[src/rtl/mem_byte_lsu_if.sv]
// Request/response handshake and byte-wide scratch memory port of the LSU.
// The slave view is the sequencer; the master view is the core plus memory.
interface mem_byte_lsu_if #(
   parameter int ADDR_W = 4
);
   logic              req_valid;
   logic              req_ready;
   logic              req_we;
   logic [1:0]        req_size;
   logic              req_unsigned;
   logic [ADDR_W-1:0] req_addr;
   logic [31:0]       req_wdata;

   logic              rsp_valid;
   logic              rsp_ready;
   logic [31:0]       rsp_rdata;
   logic              rsp_err;

   logic              mem_we;
   logic [ADDR_W-1:0] mem_addr;
   logic [7:0]        mem_wdata;
   logic [7:0]        mem_rdata;

   modport slave (
      input  req_valid, req_we, req_size, req_unsigned, req_addr, req_wdata,
      input  rsp_ready, mem_rdata,
      output req_ready, rsp_valid, rsp_rdata, rsp_err,
      output mem_we, mem_addr, mem_wdata
   );

   modport master (
      output req_valid, req_we, req_size, req_unsigned, req_addr, req_wdata,
      output rsp_ready, mem_rdata,
      input  req_ready, rsp_valid, rsp_rdata, rsp_err,
      input  mem_we, mem_addr, mem_wdata
   );
endinterface

[src/rtl/mem_byte_lsu.sv]
// Byte/halfword/word load-store sequencer over a byte-wide scratch memory port.
// Define MEM_BYTE_LSU_MISALIGN_EN to execute misaligned requests instead of erroring.
module mem_byte_lsu #(
   parameter int ADDR_W = 4
) (
   input  logic          clk,
   input  logic          rst,
   mem_byte_lsu_if.slave bus
);
   typedef enum logic [2:0] {IDLE, WR, RD, CAP, RSP} state_t;

   state_t            state_reg, state_next;
   logic [1:0]        k_reg, k_next;
   logic [1:0]        last_reg, last_next;
   logic [ADDR_W-1:0] base_reg, base_next;
   logic              uns_reg, uns_next;
   logic [31:0]       wdata_reg, wdata_next;
   logic [31:0]       data_reg;
   logic              mem_we_reg, mem_we_next;
   logic [ADDR_W-1:0] mem_addr_reg, mem_addr_next;
   logic [7:0]        mem_wdata_reg, mem_wdata_next;
   logic              rsp_valid_reg, rsp_valid_next;
   logic              rsp_err_reg, rsp_err_next;
   logic [31:0]       rsp_rdata_reg, rsp_rdata_next;

   logic              cap_en;
   logic [1:0]        cap_idx;
   logic [1:0]        req_last;
   logic              req_bad;
   logic [1:0]        k_inc;
   logic [31:0]       load_word;
   logic [31:0]       load_ext;

   function automatic logic [7:0] byte_of(input logic [31:0] w, input logic [1:0] i);
      logic [7:0] b;
      case (i)
         2'd0:    b = w[7:0];
         2'd1:    b = w[15:8];
         2'd2:    b = w[23:16];
         default: b = w[31:24];
      endcase
      return b;
   endfunction

   // Index of the last byte of the request: 0, 1 or 3.
   always_comb begin
      case (bus.req_size)
         2'b00:   req_last = 2'd0;
         2'b01:   req_last = 2'd1;
         default: req_last = 2'd3;
      endcase
   end

`ifdef MEM_BYTE_LSU_MISALIGN_EN
   assign req_bad = (bus.req_size == 2'b11);
`else
   assign req_bad = (bus.req_size == 2'b11) || ((bus.req_addr[1:0] & req_last) != 2'b00);
`endif

   assign k_inc = k_reg + 2'd1;

   // The final byte arrives in CAP, so it is merged straight from the port.
   generate
      for (genvar gi = 0; gi < 4; gi++) begin : g_lane
         always_ff @(posedge clk) begin
            if (rst)
               data_reg[gi*8 +: 8] <= 8'h00;
            else if (cap_en && cap_idx == 2'(gi))
               data_reg[gi*8 +: 8] <= bus.mem_rdata;
         end
         assign load_word[gi*8 +: 8] = (last_reg == 2'(gi)) ? bus.mem_rdata : data_reg[gi*8 +: 8];
      end
   endgenerate

   // Upper lanes may hold stale bytes from earlier loads; extension overwrites them.
   always_comb begin
      case (last_reg)
         2'd0:    load_ext = {{24{~uns_reg & load_word[7]}}, load_word[7:0]};
         2'd1:    load_ext = {{16{~uns_reg & load_word[15]}}, load_word[15:0]};
         default: load_ext = load_word;
      endcase
   end

   always_comb begin
      state_next     = state_reg;
      k_next         = k_reg;
      last_next      = last_reg;
      base_next      = base_reg;
      uns_next       = uns_reg;
      wdata_next     = wdata_reg;
      mem_we_next    = 1'b0;
      mem_addr_next  = mem_addr_reg;
      mem_wdata_next = mem_wdata_reg;
      rsp_valid_next = rsp_valid_reg;
      rsp_err_next   = rsp_err_reg;
      rsp_rdata_next = rsp_rdata_reg;
      cap_en         = 1'b0;
      cap_idx        = 2'd0;

      case (state_reg)
         IDLE: begin
            if (bus.req_valid) begin
               base_next  = bus.req_addr;
               last_next  = req_last;
               uns_next   = bus.req_unsigned;
               wdata_next = bus.req_wdata;
               k_next     = 2'd0;
               if (req_bad) begin
                  state_next     = RSP;
                  rsp_valid_next = 1'b1;
                  rsp_err_next   = 1'b1;
                  rsp_rdata_next = 32'h0;
               end else if (bus.req_we) begin
                  state_next     = WR;
                  mem_we_next    = 1'b1;
                  mem_addr_next  = bus.req_addr;
                  mem_wdata_next = bus.req_wdata[7:0];
               end else begin
                  state_next    = RD;
                  mem_addr_next = bus.req_addr;
               end
            end
         end
         WR: begin
            if (k_reg == last_reg) begin
               state_next     = RSP;
               rsp_valid_next = 1'b1;
               rsp_err_next   = 1'b0;
               rsp_rdata_next = 32'h0;
            end else begin
               k_next         = k_inc;
               mem_we_next    = 1'b1;
               mem_addr_next  = base_reg + ADDR_W'(k_inc);
               mem_wdata_next = byte_of(wdata_reg, k_inc);
            end
         end
         RD: begin
            // mem_rdata answers the address issued one cycle earlier.
            cap_en  = (k_reg != 2'd0);
            cap_idx = k_reg - 2'd1;
            if (k_reg == last_reg) begin
               state_next = CAP;
            end else begin
               k_next        = k_inc;
               mem_addr_next = base_reg + ADDR_W'(k_inc);
            end
         end
         CAP: begin
            cap_en         = 1'b1;
            cap_idx        = last_reg;
            state_next     = RSP;
            rsp_valid_next = 1'b1;
            rsp_err_next   = 1'b0;
            rsp_rdata_next = load_ext;
         end
         RSP: begin
            if (bus.rsp_ready) begin
               state_next     = IDLE;
               rsp_valid_next = 1'b0;
               rsp_err_next   = 1'b0;
               rsp_rdata_next = 32'h0;
            end
         end
         default: state_next = IDLE;
      endcase
   end

   always_ff @(posedge clk) begin
      if (rst) begin
         state_reg     <= IDLE;
         k_reg         <= 2'd0;
         last_reg      <= 2'd0;
         base_reg      <= '0;
         uns_reg       <= 1'b0;
         wdata_reg     <= 32'h0;
         mem_we_reg    <= 1'b0;
         mem_addr_reg  <= '0;
         mem_wdata_reg <= 8'h00;
         rsp_valid_reg <= 1'b0;
         rsp_err_reg   <= 1'b0;
         rsp_rdata_reg <= 32'h0;
      end else begin
         state_reg     <= state_next;
         k_reg         <= k_next;
         last_reg      <= last_next;
         base_reg      <= base_next;
         uns_reg       <= uns_next;
         wdata_reg     <= wdata_next;
         mem_we_reg    <= mem_we_next;
         mem_addr_reg  <= mem_addr_next;
         mem_wdata_reg <= mem_wdata_next;
         rsp_valid_reg <= rsp_valid_next;
         rsp_err_reg   <= rsp_err_next;
         rsp_rdata_reg <= rsp_rdata_next;
      end
   end

   assign bus.req_ready = (state_reg == IDLE) && !rst;
   assign bus.rsp_valid = rsp_valid_reg;
   assign bus.rsp_err   = rsp_err_reg;
   assign bus.rsp_rdata = rsp_rdata_reg;
   assign bus.mem_we    = mem_we_reg;
   assign bus.mem_addr  = mem_addr_reg;
   assign bus.mem_wdata = mem_wdata_reg;
endmodule

[src/flat_wrapper.sv]
// flat-port wrapper written by rule: the top's interface ports become plain ports
module mem_byte_lsu_flat 
#(
   parameter int ADDR_W = 4
)
  (clk, rst, bus_req_valid, bus_req_we, bus_req_size, bus_req_unsigned, bus_req_addr, bus_req_wdata, bus_rsp_ready, bus_mem_rdata, bus_req_ready, bus_rsp_valid, bus_rsp_rdata, bus_rsp_err, bus_mem_we, bus_mem_addr, bus_mem_wdata);
  mem_byte_lsu_if #(.ADDR_W(ADDR_W)) bus_i ();
  input  logic clk;
  input  logic rst;
  input wire logic [$bits(bus_i.req_valid)-1:0] bus_req_valid;
  input wire logic [$bits(bus_i.req_we)-1:0] bus_req_we;
  input wire logic [$bits(bus_i.req_size)-1:0] bus_req_size;
  input wire logic [$bits(bus_i.req_unsigned)-1:0] bus_req_unsigned;
  input wire logic [$bits(bus_i.req_addr)-1:0] bus_req_addr;
  input wire logic [$bits(bus_i.req_wdata)-1:0] bus_req_wdata;
  input wire logic [$bits(bus_i.rsp_ready)-1:0] bus_rsp_ready;
  input wire logic [$bits(bus_i.mem_rdata)-1:0] bus_mem_rdata;
  output wire logic [$bits(bus_i.req_ready)-1:0] bus_req_ready;
  output wire logic [$bits(bus_i.rsp_valid)-1:0] bus_rsp_valid;
  output wire logic [$bits(bus_i.rsp_rdata)-1:0] bus_rsp_rdata;
  output wire logic [$bits(bus_i.rsp_err)-1:0] bus_rsp_err;
  output wire logic [$bits(bus_i.mem_we)-1:0] bus_mem_we;
  output wire logic [$bits(bus_i.mem_addr)-1:0] bus_mem_addr;
  output wire logic [$bits(bus_i.mem_wdata)-1:0] bus_mem_wdata;
  assign bus_i.req_valid = bus_req_valid;
  assign bus_i.req_we = bus_req_we;
  assign bus_i.req_size = bus_req_size;
  assign bus_i.req_unsigned = bus_req_unsigned;
  assign bus_i.req_addr = bus_req_addr;
  assign bus_i.req_wdata = bus_req_wdata;
  assign bus_i.rsp_ready = bus_rsp_ready;
  assign bus_i.mem_rdata = bus_mem_rdata;
  assign bus_req_ready = bus_i.req_ready;
  assign bus_rsp_valid = bus_i.rsp_valid;
  assign bus_rsp_rdata = bus_i.rsp_rdata;
  assign bus_rsp_err = bus_i.rsp_err;
  assign bus_mem_we = bus_i.mem_we;
  assign bus_mem_addr = bus_i.mem_addr;
  assign bus_mem_wdata = bus_i.mem_wdata;
  mem_byte_lsu #(.ADDR_W(ADDR_W)) u_core (.clk(clk), .rst(rst), .bus(bus_i));
endmodule
[config.mk]
export PLATFORM = sky130hd
export DESIGN_NAME = mem_byte_lsu_flat
export DESIGN_NICKNAME = d
export VERILOG_FILES = /design/src/rtl/mem_byte_lsu_if.sv /design/src/rtl/mem_byte_lsu.sv /design/src/flat_wrapper.sv
export SDC_FILE = /design/constraint.sdc
export NUM_CORES = 1
export LEC_CHECK = 0
export CAP_MARGIN = 10
export CORE_ASPECT_RATIO = 1.4
export CORE_UTILIZATION = 45
export CTS_BUF_LIST = sky130_fd_sc_hd__clkbuf_16
export CTS_CLUSTER_DIAMETER = 150
export DETAILED_ROUTE_END_ITERATION = 8
export DONT_BUFFER_PORTS = 1
export GPL_TIMING_DRIVEN = 1
export HOLD_SLACK_MARGIN = 0.05
export SLEW_MARGIN = 20
export SYNTH_ARGS = -nofsm -noshare
export SYNTH_HDL_FRONTEND = slang
export SYNTH_SLANG_ARGS = --single-unit
[constraint.sdc]
create_clock -name clk -period 3.2 [get_ports clk]
set_input_delay 0.8 -clock clk [delete_from_list [all_inputs] [get_ports clk]]
set_output_delay 0.8 -clock clk [all_outputs]
set_load 0.01 [all_outputs]
After elaboration in Yosys (flattened, before gate mapping)
Cells that the tools add are included.

Word-level logic and storage cells: 116. Flip-flop bits (word level): 123. Input bits: 52. Output and inout port bits: 48.

Bitwise gates (word level): 4. Equality and inequality tests: 24. Reduce and logical (&&, ||, !) cells: 24. Mux-type cells: 45. Add/sub/neg operators: 3.

Operators with widths (number): 32-bit 2-to-1 mux (4); 32-bit one-hot mux with 4 select lines (1); 8-bit 2-to-1 mux (8); 32-bit one-hot mux with 2 select lines (1); 8-bit one-hot mux with 3 select lines (1); 8-bit one-hot mux with 2 select lines (1); 3-bit 2-to-1 mux (5); 3-bit one-hot mux with 5 select lines (1); 2-bit == test (second input constant) (6); 4-bit 2-to-1 mux (3); 2-bit inequality test (second input constant) (6); 2-bit one-hot mux with 2 select lines (3); 5-bit AND reduction (2); 1-bit 2-to-1 mux (9); 2-bit by 1-bit == test with 1-bit output (second input constant) (4); 2-bit zero test (4); 1-bit one-hot mux with 4 select lines (2); 4-bit one-hot mux with 2 select lines (1); 4-bit AND reduction (2); 2-bit nonzero test (4); 3-bit by 2-bit == test with 1-bit output (second input constant) (2); 2-bit 2-to-1 mux (3); 2-bit by 1-bit inequality test with 1-bit output (second input constant) (3); 1-bit logical AND (5); other kinds (17) (19).

Depth between registers and ports, before layout
Gate-level depths: netlist of the first run.

Depth in word-level cells: 8. Depth in mapped cells: 7. Depth with buffers taken out: 7.

Least setup slack after synthesis of the first run
OpenSTA, ideal clock, no wires.

Path type: input to output. Start point: in rst. End point: out bus_req_ready. Required time: 2400 ps. Slack: 855 ps. Data arrival time: 1545 ps. Stages: 3. Path buffers: 2. Path through: clkbuf_1 > clkbuf_1 > nor4_1.

Cells in the longest elaborated chain, start to end: 2.

RTL lines: from (decl) (RTL line flat_wrapper.sv:9) `input logic rst;`; 1-bit zero test (RTL line mem_byte_lsu.sv:198) `assign bus.req_ready = (state_reg == IDLE) && !rst;`; 1-bit logical AND (RTL line mem_byte_lsu.sv:198); to (decl) (RTL line flat_wrapper.sv:18) `output wire logic [$bits(bus_i.req_ready)-1:0] bus_req_ready;`.

No other way between the ends.

Final worst setup path of the first run
Start point: reg u_core.state_reg[0]. End point: reg u_core.rsp_rdata_reg[3] (netlist: u_core.bus.rsp_rdata[3]).

Cells in the longest elaborated chain, start to end: 3. Elaborated cells on any way between the ends: 11. Those cells by class: 7 x eq/ne; 1 x mux; 3 x reduce/logical.

RTL lines: from (decl) (RTL line mem_byte_lsu.sv:12) `state_t state_reg, state_next;`; from (signal assigned) (RTL line mem_byte_lsu.sv:183) `state_reg <= state_next;`; 3-bit by 1-bit == test with 1-bit output (tied with other cells) (RTL line mem_byte_lsu.sv:100) `case (state_reg)`; 2-bit by 1-bit inequality test with 1-bit output (no line) (tied with other cells); 5-bit AND reduction (no line); to (signal assigned) (RTL line mem_byte_lsu.sv:194) `rsp_rdata_reg <= rsp_rdata_next;`; to (decl) (RTL line mem_byte_lsu.sv:24) `logic [31:0] rsp_rdata_reg, rsp_rdata_next;`.

Parallel ways exist; a longest one is shown, timed or not. A chain may end at the register's enable or synchronous reset.

==> results.cfg, run 1 <==
[placed_design]
post-place-ws_ps = 873.3
dp_hpwl_um = 9773
gp_congestion = 0.7600
io_buffers = 0
post_dp_cell_area_um2 = 5575

[timing]
tns_ps = 0
finalHoldViolations = 0
min_period_over_period_pct = 70.66
worstMarginPinSlew_ps = 802.1
period_minus_slack_ps = 2261
layout_setup_ws_ps = 939.0
slew_violations = 0
fmax_mhz = 442.3
rsz0062_at_grt = no
setup_violations = 0
skew_ps = 7.209
max_slew_margin_pct = 46.19

[clocking]
cts_hold_buf = 0
cts_max_path_buffers = 2
tritoncts = yes
clk_pin_slew_ps = 60
cts_setup_buffers = 0
cts.htree.levels = 4
cts.repair.resized = 0
cts-buffers-inserted = 17
cts-root-buf = clkbuf_16
clkLatencyLatePin_ps = 410
cts_sinks = 123

[die]
die_area_um2 = 12870
ios = 100
die_y_um = 133.8
core_area_um2 = 11940
rows = 47
fp.dieW_um = 96.17
initial_utilization_pct = 46.80

[global_route]
top_usage_layer = met2
grt_overflow = 0
antenna_found_initial = 0
grt_pass1_wl_um = 23120
grt_max_degree = 104
groute.layer.met3.usage_pct = 7.143
met2_usage_pct = 41.06
grt_usage_pct = 23.60
gr-usage-met1_pct = 26.32
grt_pass1_vias = 4423

[status]
status = finished clean

[final_layout]
fin_area_um2 = 6212
final_net_count = 695
layout-drive-gt1-share_pct = 11.42
areaGrowthSynthToFinish_pct = 11.20
fillCellCount = 1147
antenna_cells = 0

[drt]
wire_per_inst_um = 18.38
viasPerCell = 5.926
vias = 4711
first_pass_iters = 6
drtAntennaViolNets = 0
routed_wl_um = 14610
drc = 0
drt_iter0_drc = 218

[power_and_ir_drop]
clockPowerShare_pct = 48.4
swShare_pct = 26.55
p_per_area_nw_per_um2 = 682.4
power.leakage_nw = 2.195
power.total_mw = 4.239
seqPwrFrac_pct = 39.9
irDropWorstVdd_mv = 0.3580
pwr-share-comb_pct = 11.7
switchingPower_mw = 1.125
power.internal_mw = 3.114

[setup_path]
worstPathRequired_ps = 3550
slowest_delay_ps = 580
crit_type = register to register
worstPathMaxFanout = 23
startpoint_type = register
worstPathCellList = nor3b_1, o21a_1, a221o_1, buf_4, a31o_2
end_kind = register
cp.arrival_ps = 2610
cp_slowest_cell = dfxtp_1

[synthesis]
synthFlopType = dfxtp_1
synthArstFlopShare_pct = 0
synth_cell_type_count = 51
postSynthCellCount = 671
synth_seq_area_share_pct = 44.08
synth_nets = 731
synth-edff-count = 0
syn_area_um2 = 5587
synth_seq_cells = 123
synth_warnings = 0
syn_avg_cell_area_um2 = 8.326

[job]
max_cap_violations = 0

[min_path]
min_path_type = register to register
==> routing by layer <==
metal / wire (um) / vias to the layer above
li1: - / 2342
met1: 5441 / 2200
met2: 7924 / 149
met3: 976 / 20
met4: 270 / 0
met5: 0 / -
==> cell families (layout without fill, tap and decap cells) <==
family	after synthesis	in the layout	synth area share [%]
xor gates and xnor gates	4	4	0.6270
buffers and inverters	85	62	6.338
DFF	123	123	44.08
AOI/OAI and AO/OA	241	241	27.19
adders and majority gates	8	8	1.926
muxes	27	27	4.905
and+or+nand+nor	183	183	14.94
==> cell usage in the layout (no fill, tap or decap), types with 12 or more instances in the layout <==
| cell type | count |
|---|---|
| mux2i_1 | 24 |
| nand3_1 | 34 |
| a21oi_1 | 103 |
| inv_1 | 17 |
| nor3_1 | 12 |
| clkbuf_16 | 17 |
| a31o_2 | 23 |
| dfxtp_1 | 123 |
| nand2_1 | 100 |
| o21ai_0 | 50 |
==> final cells by class <==
class	instances	area, um^2	share of cell area (%)
Sequential cell	123	2462	39.64
Clock buffer	17	425.4	6.848
Clock inverter	15	211.5	3.404
Multi-Input combinational cell	463	2775	44.67
Tap cell	147	183.9	2.961
Inverter	19	71.32	1.148
Timing Repair Buffer	11	82.58	1.329
==> final timing paths <==
path                                     startpoint                 endpoint  slack, ps  cells after the start
worst max-delay path            u_core.state_reg[0]  u_core.bus.rsp_rdata[3]        940                      5
worst min-delay path            u_core.wdata_reg[7]      u_core.wdata_reg[7]        450                      2
worst max register to register  u_core.state_reg[0]  u_core.bus.rsp_rdata[3]        940                      5
worst min register to register  u_core.wdata_reg[7]      u_core.wdata_reg[7]        450                      2
==> power groups by stage <==
stage          clock network [mW]  logic [mW]  registers, mW
2_1_floorplan                   0       0.450           1.69
3_3_place_gp                    0       0.489           1.72
3_5_place_dp                    0       0.499           1.73
4_1_cts                      2.09       0.501           1.69
5_1_grt                      2.17       0.556           1.70
6_report                     2.05       0.497           1.69
==> through the flow <==
stage / hold slack [ps] / utilization [%] / std cells
after CTS: 441.1 / 52.04 / 795
after global routing: 442.3 / 52.04 / 795
after floorplan: 435.7 / - / 671
after detailed placement: 440.2 / 46.70 / 763
after global placement: 437.2 / 46.70 / 763
final: 453.6 / 52.04 / 795
==> synth_stat cells, types with 2 or more instances <==
cell | count | share of area, %
mux2i_1 | 24 | 4.3
a32oi_1 | 2 | 0.31
buf_2 | 10 | 0.90
o211ai_1 | 2 | 0.27
mux2_2 | 3 | 0.60
nor3b_1 | 2 | 0.27
a21o_1 | 4 | 0.54
nor4_1 | 4 | 0.45
a222oi_1 | 8 | 1.4
a21oi_1 | 103 | 9.2
a311oi_1 | 3 | 0.47
buf_1 | 3 | 0.20
nand3_1 | 34 | 3.0
dfxtp_1 | 123 | 44
clkbuf_1 | 50 | 3.4
o221ai_1 | 2 | 0.31
and2_1 | 5 | 0.56
nor2_1 | 8 | 0.54
ha_1 | 7 | 1.6
nor3_1 | 13 | 1.2
nand2_1 | 100 | 6.7
nor2b_1 | 8 | 0.90
clkinv_1 | 2 | 0.13
nand2b_1 | 2 | 0.22
inv_1 | 17 | 1.1
xor2_1 | 4 | 0.63
o32ai_1 | 9 | 1.4
a31o_2 | 23 | 3.6
o22ai_1 | 3 | 0.34
o21ai_0 | 51 | 4.6
buf_6 | 3 | 0.60
o21a_1 | 11 | 1.5
a221oi_1 | 2 | 0.31
a211oi_1 | 9 | 1.2
==> critical path: cells and delay by family, from the launching register on <==
family,cells,cell delay (ps)
buffers and inverters,1,290
AND/OR/NAND/NOR,1,430
flip-flops,1,580
AO/OA/AOI/OAI,3,900
Note: power is estimated with default switching activity, not from simulation.
==> run 2, diff against run 1 <==
==> constraint.sdc (replaced) <==
create_clock -name clk -period 2.3 [get_ports clk]
set_input_delay 0.575 -clock clk [delete_from_list [all_inputs] [get_ports clk]]
set_output_delay 0.575 -clock clk [all_outputs]
set_load 0.01 [all_outputs]
==> results.cfg, run 2 (same netlist as run 1, synthesis figures left out) <==
[timing]
hold_slack_ps = 236.7
setup_violations = 0
tns_ps = 0
finalHoldViolations = 0
fmax_mhz = 483.7
max_slew_margin_pct = 51.12
skew_ps = 5.733
worstMarginPinSlew_ps = 733.1
min_period_over_period_pct = 89.89
rsz0062_at_grt = no
slew_violations = 0
period_minus_slack_ps = 2067

[power_and_ir_drop]
power.leakage_nw = 2.219
p_per_area_nw_per_um2 = 907.0
power.internal_mw = 4.110
swShare_pct = 27.39
seqPwrFrac_pct = 41.6
clockPowerShare_pct = 45.6
pwr-share-comb_pct = 12.8
irDropWorstVdd_mv = 0.7046
switchingPower_mw = 1.551

[clocking]
cts-buffers-inserted = 17
clk_pin_slew_ps = 60
tritoncts = yes
cts.htree.levels = 4
cts_hold_buf = 0
cts_max_path_buffers = 2
cts_sinks = 123
cts_setup_buffers = 0
clkLatencyLatePin_ps = 410
cts.repair.resized = 0
cts-root-buf = clkbuf_16

[setup_path]
cp.arrival_ps = 2410
startpoint_type = register
worstPathCellList = inv_1, ha_1, ha_1, a21oi_1, o311ai_0, o221ai_1, mux2i_1
cp_common_cell = ha_1
rrSetupSlack_ps = 230
worstPathRequired_ps = 2640
slowest_delay_ps = 440
worstPathMaxFanout = 6
worst_path_dominant_cell_family = adder cells
path_depth = 7
cp-endpoint = u_core.bus.mem_addr[3]
cp_slowest_cell = dfxtp_1
crit_type = register to register
r2r_cells = 7
critPathBufInv = 1
crit_path_start = u_core.k_reg[0]
rr_endpoint = u_core.bus.mem_addr[3]
timing.rr.start = u_core.k_reg[0]
end_kind = register

[global_route]
grt_pass1_wl_um = 23520
grt_pass1_vias = 4575
grt_overflow = 0
antenna_found_initial = 0
grt_usage_pct = 23.98
grt_max_degree = 104

[final_layout]
final_net_count = 705
layout_common_cells = dfxtp_1 (123), a21oi_1 (103), nand2_1 (100)
areaGrowthSynthToFinish_pct = 11.71
finalNonFillerCells = 805
layout_commonest_cell = dfxtp_1
fillCellCount = 1155
antenna_cells = 0
layout-drive-gt1-share_pct = 12.46
multi_input_area_um2 = 2775
seqCellArea_um2 = 2462

[placed_design]
io_buffers = 0
dp.cells = 773
gp_congestion = 0.7822
dp_hpwl_um = 9978

[status]
status = finished clean

[die]
rows = 47
die_area_um2 = 12870
ios = 100
die_y_um = 133.8
initial_utilization_pct = 46.80
fp.dieW_um = 96.17
core_area_um2 = 11940

[drt]
drc = 0
first_pass_iters = 7
drtAntennaViolNets = 0
drt_iter0_drc = 219
wl_met3_um = 853
routed_wl_um = 14940
vias = 4840
wl_met1_um = 5711
highest_layer = met4
viasPerCell = 6.012
dr_wl_met2_um = 8057
wire_per_inst_um = 18.56

[min_path]
hold_depth = 1
min_path_type = primary input to register

[job]
max_cap_violations = 0
-- run 2: cell types whose count changed in the layout (fill, tap and decap cells not counted) --
| cell | delta |
|---|---|
| clkinv_4 | +1 |
| bufinv_16 | -2 |
| clkinv_1 | +1 |
| inv_1 | +1 |
| clkinv_2 | +1 |
| buf_12 | +1 |
| clkinvlp_4 | +2 |
| buf_4 | +9 |
| inv_6 | -4 |
-- run 2: final cells by class --
cell class / instances / area share [%]
inverter: 19 / 1.143
clock inverter: 15 / 2.446
multi-input combinational: 463 / 44.47
clock buffer: 17 / 6.816
tap: 147 / 2.947
timing repair buffer: 21 / 2.727
sequential: 123 / 39.45
-- run 2: how the worst min path moves through the flow --
stage	end	start	slack (ps)
floorplan	u_core.wdata_reg[0]	u_core.wdata_reg[0]	440
global placement	u_core.wdata_reg[1]	u_core.wdata_reg[1]	440
detailed placement	u_core.wdata_reg[10]	u_core.wdata_reg[10]	440
CTS	u_core.base_reg[1]	rst	220
global route	u_core.data_reg[15]	rst	230
finish	u_core.base_reg[2]	rst	240
-- run 2: stage by stage --
| step | instance area, um^2 | utilization (%) | total power [mW] | setup WS (ps) |
|---|---|---|---|---|
| after global placement | 5663 | 47.44 | 3.109 | 334.2 |
| after floorplan | 5587 | - | 2.980 | 357.3 |
| after CTS | 6241 | 52.28 | 5.699 | 234.1 |
| after detailed placement | 5663 | 47.44 | 3.127 | 258.2 |
| final | 6241 | 52.28 | 5.661 | 232.5 |
| after global routing | 6241 | 52.28 | 5.891 | 25.66 |
-- run 2: routing by layer --
metal / track usage, % / vias to the layer above
met2: 41.73 / 130
met1: 27.42 / 2331
met4: 9.038 / 0
met3: 6.463 / 26
met5: 0 / -
li1: - / 2353
-- run 2: power groups by stage --
stage	logic, mW	clock network [mW]	registers, mW
after floorplan	0.626	0	2.35
after global placement	0.715	0	2.39
after detailed placement	0.728	0	2.40
after CTS	0.732	2.61	2.35
after global routing	0.805	2.72	2.37
final	0.726	2.58	2.35
==> run 3, diff against run 2 <==
==> constraint.sdc (replaced) <==
create_clock -name clk -period 1.8 [get_ports clk]
set_input_delay 0.45 -clock clk [delete_from_list [all_inputs] [get_ports clk]]
set_output_delay 0.45 -clock clk [all_outputs]
set_load 0.01 [all_outputs]
==> results.cfg, run 3 (same netlist as run 1, synthesis figures left out) <==
[setup_path]
slowest_delay_ps = 460
crit_path_start = u_core.state_reg[2]
timing.rr.start = u_core.state_reg[2]
rr_endpoint = u_core.bus.rsp_rdata[1]
worstPathRequired_ps = 2110
cp_slowest_cell = dfxtp_2
r2r_cells = 5
end_kind = register
startpoint_type = register
cp-endpoint = u_core.bus.rsp_rdata[1]
cp.arrival_ps = 2120
rrSetupSlack_ps = -10
worstPathMaxFanout = 23
crit_type = register to register
worstPathCellList = nand3b_1, a21o_1, a221o_1, buf_12, a31o_2

[clocking]
cts-buffers-inserted = 17
cts.htree.levels = 4
cts_max_path_buffers = 2
clk_pin_slew_ps = 60
tritoncts = yes
cts_sinks = 123
cts_hold_buf = 0
cts-root-buf = clkbuf_16
clkLatencyLatePin_ps = 420

[final_layout]
finalNonFillerCells = 820
areaGrowthSynthToFinish_pct = 17.11
layout-drive-gt1-share_pct = 17.53
layout_commonest_cell = dfxtp_1
fin_area_um2 = 6543
final_net_count = 720
fin_util_pct = 54.81
layout_common_cells = dfxtp_1 (118), a21oi_1 (103), nand2_1 (99)
antenna_cells = 0

[status]
status = finished with violations
violations = setup timing

[drt]
wire_per_inst_um = 18.78
first_pass_iters = 5
drtAntennaViolNets = 0
routed_wl_um = 15400
vias = 4861
viasPerCell = 5.928
drt_iter0_drc = 254
drc = 0

[global_route]
grt_overflow = 0
grt_pass1_vias = 4729
antenna_found_initial = 0
grt_pass1_wl_um = 24120
grt_usage_pct = 24.63
grt_max_degree = 104

[placed_design]
io_buffers = 0
post_dp_cell_area_um2 = 5887
gp_congestion = 0.8005
post-place-ws_ps = -141.2
dp.cells = 787
dp_hpwl_um = 10350

[timing]
slew_violations = 0
skew_ps = 10.87
fmax_mhz = 552.3
period_minus_slack_ps = 1811
rsz0062_at_grt = yes
tns_ps = -10.70
hold_slack_ps = 110.1
setup_violations = 1
finalHoldViolations = 0
worstMarginPinSlew_ps = 490.4
layout_setup_ws_ps = -10.70
min_period_over_period_pct = 100.6
max_slew_margin_pct = 67.31

[die]
rows = 47
initial_utilization_pct = 46.80
ios = 100
fp.dieW_um = 96.17
die_area_um2 = 12870
die_y_um = 133.8
core_area_um2 = 11940

[power_and_ir_drop]
power.total_mw = 7.331
p_per_area_nw_per_um2 = 1121
power.leakage_nw = 2.361
irDropWorstVdd_mv = 0.7282

[job]
max_cap_violations = 0

[min_path]
holdCritStartpoint = rst
min_path_type = primary input to register
run 3: cell types whose count changed in the layout (fill, tap and decap cells not counted), moves of 4 or more:
cell / change
buf_12: +7
buf_4: +7
dfxtp_1: -5
dfxtp_2: +4
inv_6: +4
run 3: cell type report:
type                       instances  area, um^2
timing repair buffer              36       374.1
inverter                          19       71.32
sequential                       123        2471
tap                              147       183.9
fill                            1128        5395
clock inverter                    15       141.4
multi-input combinational        463        2875
clock buffer                      17       425.4
run 3: how the worst min path moves through the flow:
| stage | to | slack (ps) | depth (start not counted) |
|---|---|---|---|
| 6_report | u_core.k_reg[1] | 110 | 1 |
| 5_1_grt | u_core.bus.mem_addr[1] | 100 | 1 |
| 4_1_cts | u_core.bus.mem_addr[1] | 90 | 1 |
| 3_5_place_dp | u_core.wdata_reg[8] | 440 | 2 |
| 3_3_place_gp | u_core.wdata_reg[3] | 440 | 2 |
| 2_1_floorplan | u_core.wdata_reg[0] | 440 | 2 |
run 3: per-layer routing:
metal | global-route usage (%) | wire length (um) | share of wire, %
met5 | 0 | 0 | 0
met2 | 43.62 | 8247 | 54
met3 | 6.746 | 863 | 5.6
met4 | 10.53 | 402 | 2.6
met1 | 26.87 | 5887 | 38
run 3: power by group:
part / total [mW] / internal [mW] / switching [mW]
clock network: 3.26 / 1.92 / 1.34
logic: 1.07 / 0.448 / 0.624
registers: 3.00 / 2.87 / 0.134
run 3: what timing repair did:
item / in CTS / in global routing
resized for setup: 5 / 17
setup endpoints to repair: 46 / 61
buffers inserted: 0 / 1
pin swaps: 1 / 8
run 3: worst max-delay path: cells and delay by family (launching register included):
kind	cells	cell delay (ps)
AO/OA/AOI/OAI	3	890
buffers and inverters	1	190
flip-flops	1	460
AND/OR/NAND/NOR	1	150
==> patch, RTL diff (flow settings as in run 2) <==
Reset style: asynchronous (`rst`), changed in 2 clocked blocks.
--- a/src/rtl/mem_byte_lsu.sv
+++ b/src/rtl/mem_byte_lsu.sv
@@ -62,7 +62,7 @@
    // The final byte arrives in CAP, so it is merged straight from the port.
    generate
       for (genvar gi = 0; gi < 4; gi++) begin : g_lane
-         always_ff @(posedge clk) begin
+         always_ff @(posedge clk or posedge rst) begin
             if (rst)
                data_reg[gi*8 +: 8] <= 8'h00;
             else if (cap_en && cap_idx == 2'(gi))
@@ -165,7 +165,7 @@
       endcase
    end
 
-   always_ff @(posedge clk) begin
+   always_ff @(posedge clk or posedge rst) begin
       if (rst) begin
          state_reg     <= IDLE;
          k_reg         <= 2'd0;
Formal check against the unedited RTL: differs if rst is asserted again (counterexample within 4 cycles, from zero or initial values and one cycle with rst high); with rst held inactive, the same outputs for 4 cycles.
==> patch against run 2 <==
Sequential cell count stayed put; synthesized cell count is 32% lower; register-to-register slack worse by 0.02 ns; count of clock-buffer cells in the layout stayed put; wire length is 18% lower; sequential share of layout area is 7.6 points higher; worst setup slack worse by 0.057 ns; area after synthesis is 3.0% higher; design area is 4.7% higher; non-clock buffer count is 4 lower; die area is 2.9% higher; largest cell class is now registers.
Power is not compared: it rests on default switching activity, and its combinational part moved more than twofold at a synthesized area within 25%.
==> patch: results (changes against run 2) <==
| Metric | Value |
|---|---|
| Gr usage total | 0.198 (-0.0413) |
| Final #Nets | 525 (-26%) |
| Post-Synth Adder-Cell Area | 0.0187 (-0.000561) |
| Metal3 WL | 728 microns (-15%) |
| Crit path DAT | 1.55 ns (-0.86 ns) |
| Slowest CP cell | dfrtp_1 |
| Routed wl met2 | 6.31 mm (-22%) |
| Post-synthesis compound-gate area fraction | 0.129 (-0.143) |
| Vias | 3599 (-26%) |
| Drt pass-1 iters | 8 (+1) |
| Cell Area, Placed | 5950 sq um (+5.0%) |
| DR iter-0 viols | 99 (-55%) |
| Worst Skew | 0.00647 ns (+0.000741 ns) |
| Post-Route M1 WL | 4.85 mm (-15%) |
| Sequential element share of the synthesized area | 0.535 (+0.0941) |
| Hpwl dp | 8.42 mm (-16%) |
| Worst skew pair latency | 0.42 ns |
| Worst path max stage delay | 0.47 ns (+0.03 ns) |
| Worst slew pin tran | 0.846 ns (+0.113 ns) |
| First-pass GRT wire length | 20.3 mm (-14%) |
| Syn avg cell area | 12.7 sq um (+53%) |
| Share of cells above drive strength 1 | 0.318 (+0.193) |
| Max layer used | met5 |
| Synth Flop Type | dfrtp_1 |
| Non-Filler Instances | 628 (-22%) |
| Initial antenna violation count | 1 (+1) |
| Critical path peak fanout | 9 (+3) |
| Net Count, Synth | 513 (-30%) |
| Vias in the first global route | 3948 (-14%) |
| Final wirelength | 12.2 mm (-18%) |
| Largest net degree at the start of global routing | 60 (-42%) |
| Status | finished clean |
## patch: cell count changes in the layout (fill, tap and decap cells not counted), moves of 16 or more
cell	delta
dfrtp_1	+123
dfxtp_1	-123
a21oi_1	-88
mux2_2	+82
nand2_1	-69
nand3_1	-33
o21ai_0	-32
a31o_2	-23
a22o_1	+17
o2bb2ai_1	+16
## patch: through the flow
step           worst slack [ns]  total power (W)
2_1_floorplan             0.214          0.00643
3_3_place_gp              0.253          0.00710
3_5_place_dp              0.195          0.00719
4_1_cts                   0.115          0.00982
5_1_grt                  0.0672           0.0103
6_report                  0.175          0.00970
## patch: cell families (layout without fill, tap and decap cells)
kind of cell    Yosys count  after routing
flops                   123            123
mux                     107            107
compound gates           97             97
simple gates             80             80
buf+inv                  33             58
fa+ha+maj                 8              8
xor+xnor                  5              5
## patch: metal layers
metal,up-vias,GRT usage
li1,1680,-
met4,2,0.0964
met5,-,0
met1,1789,0.217
met3,25,0.0655
met2,103,0.346
## patch: path summary, 6_finish.rpt
| path | startpoint | endpoint | slack (ns) | cells after the start |
|---|---|---|---|---|
| worst min register to register | u_core.base_reg[0]$_DFFE_PP0P_ | u_core.base_reg[0]$_DFFE_PP0P_ | 0.49 | 2 |
| min in group asynchronous | rst | u_core.bus.rsp_rdata[11]$_DFFE_PP0P_ | 0.56 | 2 |
| worst min-delay path | bus_req_addr[0] | u_core.base_reg[0]$_DFFE_PP0P_ | 0.26 | 2 |
| worst max register to register | u_core.k_reg[1]$_DFFE_PP0P_ | u_core.data_reg[2]$_DFFE_PP0P_ | 0.21 | 6 |
| max in group asynchronous | rst | u_core.bus.rsp_rdata[5]$_DFFE_PP0P_ | 1.06 | 3 |
| worst max-delay path | u_core.state_reg[2]$_DFFE_PP0P_ | bus_req_ready | 0.18 | 3 |
## patch: worst max-delay path: cells and delay by family, from the launching register on
kind / cells / cell delay [ns]
simple gates: 1 / 0.30
buf+inv: 2 / 0.37
flops: 1 / 0.47
## patch: repair_timing
item	in CTS	in global routing
endpoints found under the hold margin	6	0
hold buffers	1	0
buffers inserted	0	0
endpoints found under the setup margin	0	0
## patch: area by class of cell
cell class | instances | area, sq um | share of cell area
multi-input combinational | 297 | 2500 | 0.383
sequential | 123 | 3080 | 0.471
clock buffer | 17 | 425 | 0.0651
tap | 150 | 188 | 0.0287
inverter | 9 | 37.5 | 0.00574
clock inverter | 15 | 151 | 0.0232
timing repair buffer | 17 | 155 | 0.0237
## patch: where the power goes
group          switching [W]  internal [W]  total (W)
clock               0.000995       0.00159    0.00258
combinational        0.00162       0.00167    0.00329
sequential          0.000739       0.00309    0.00383
total                0.00335       0.00635    0.00970
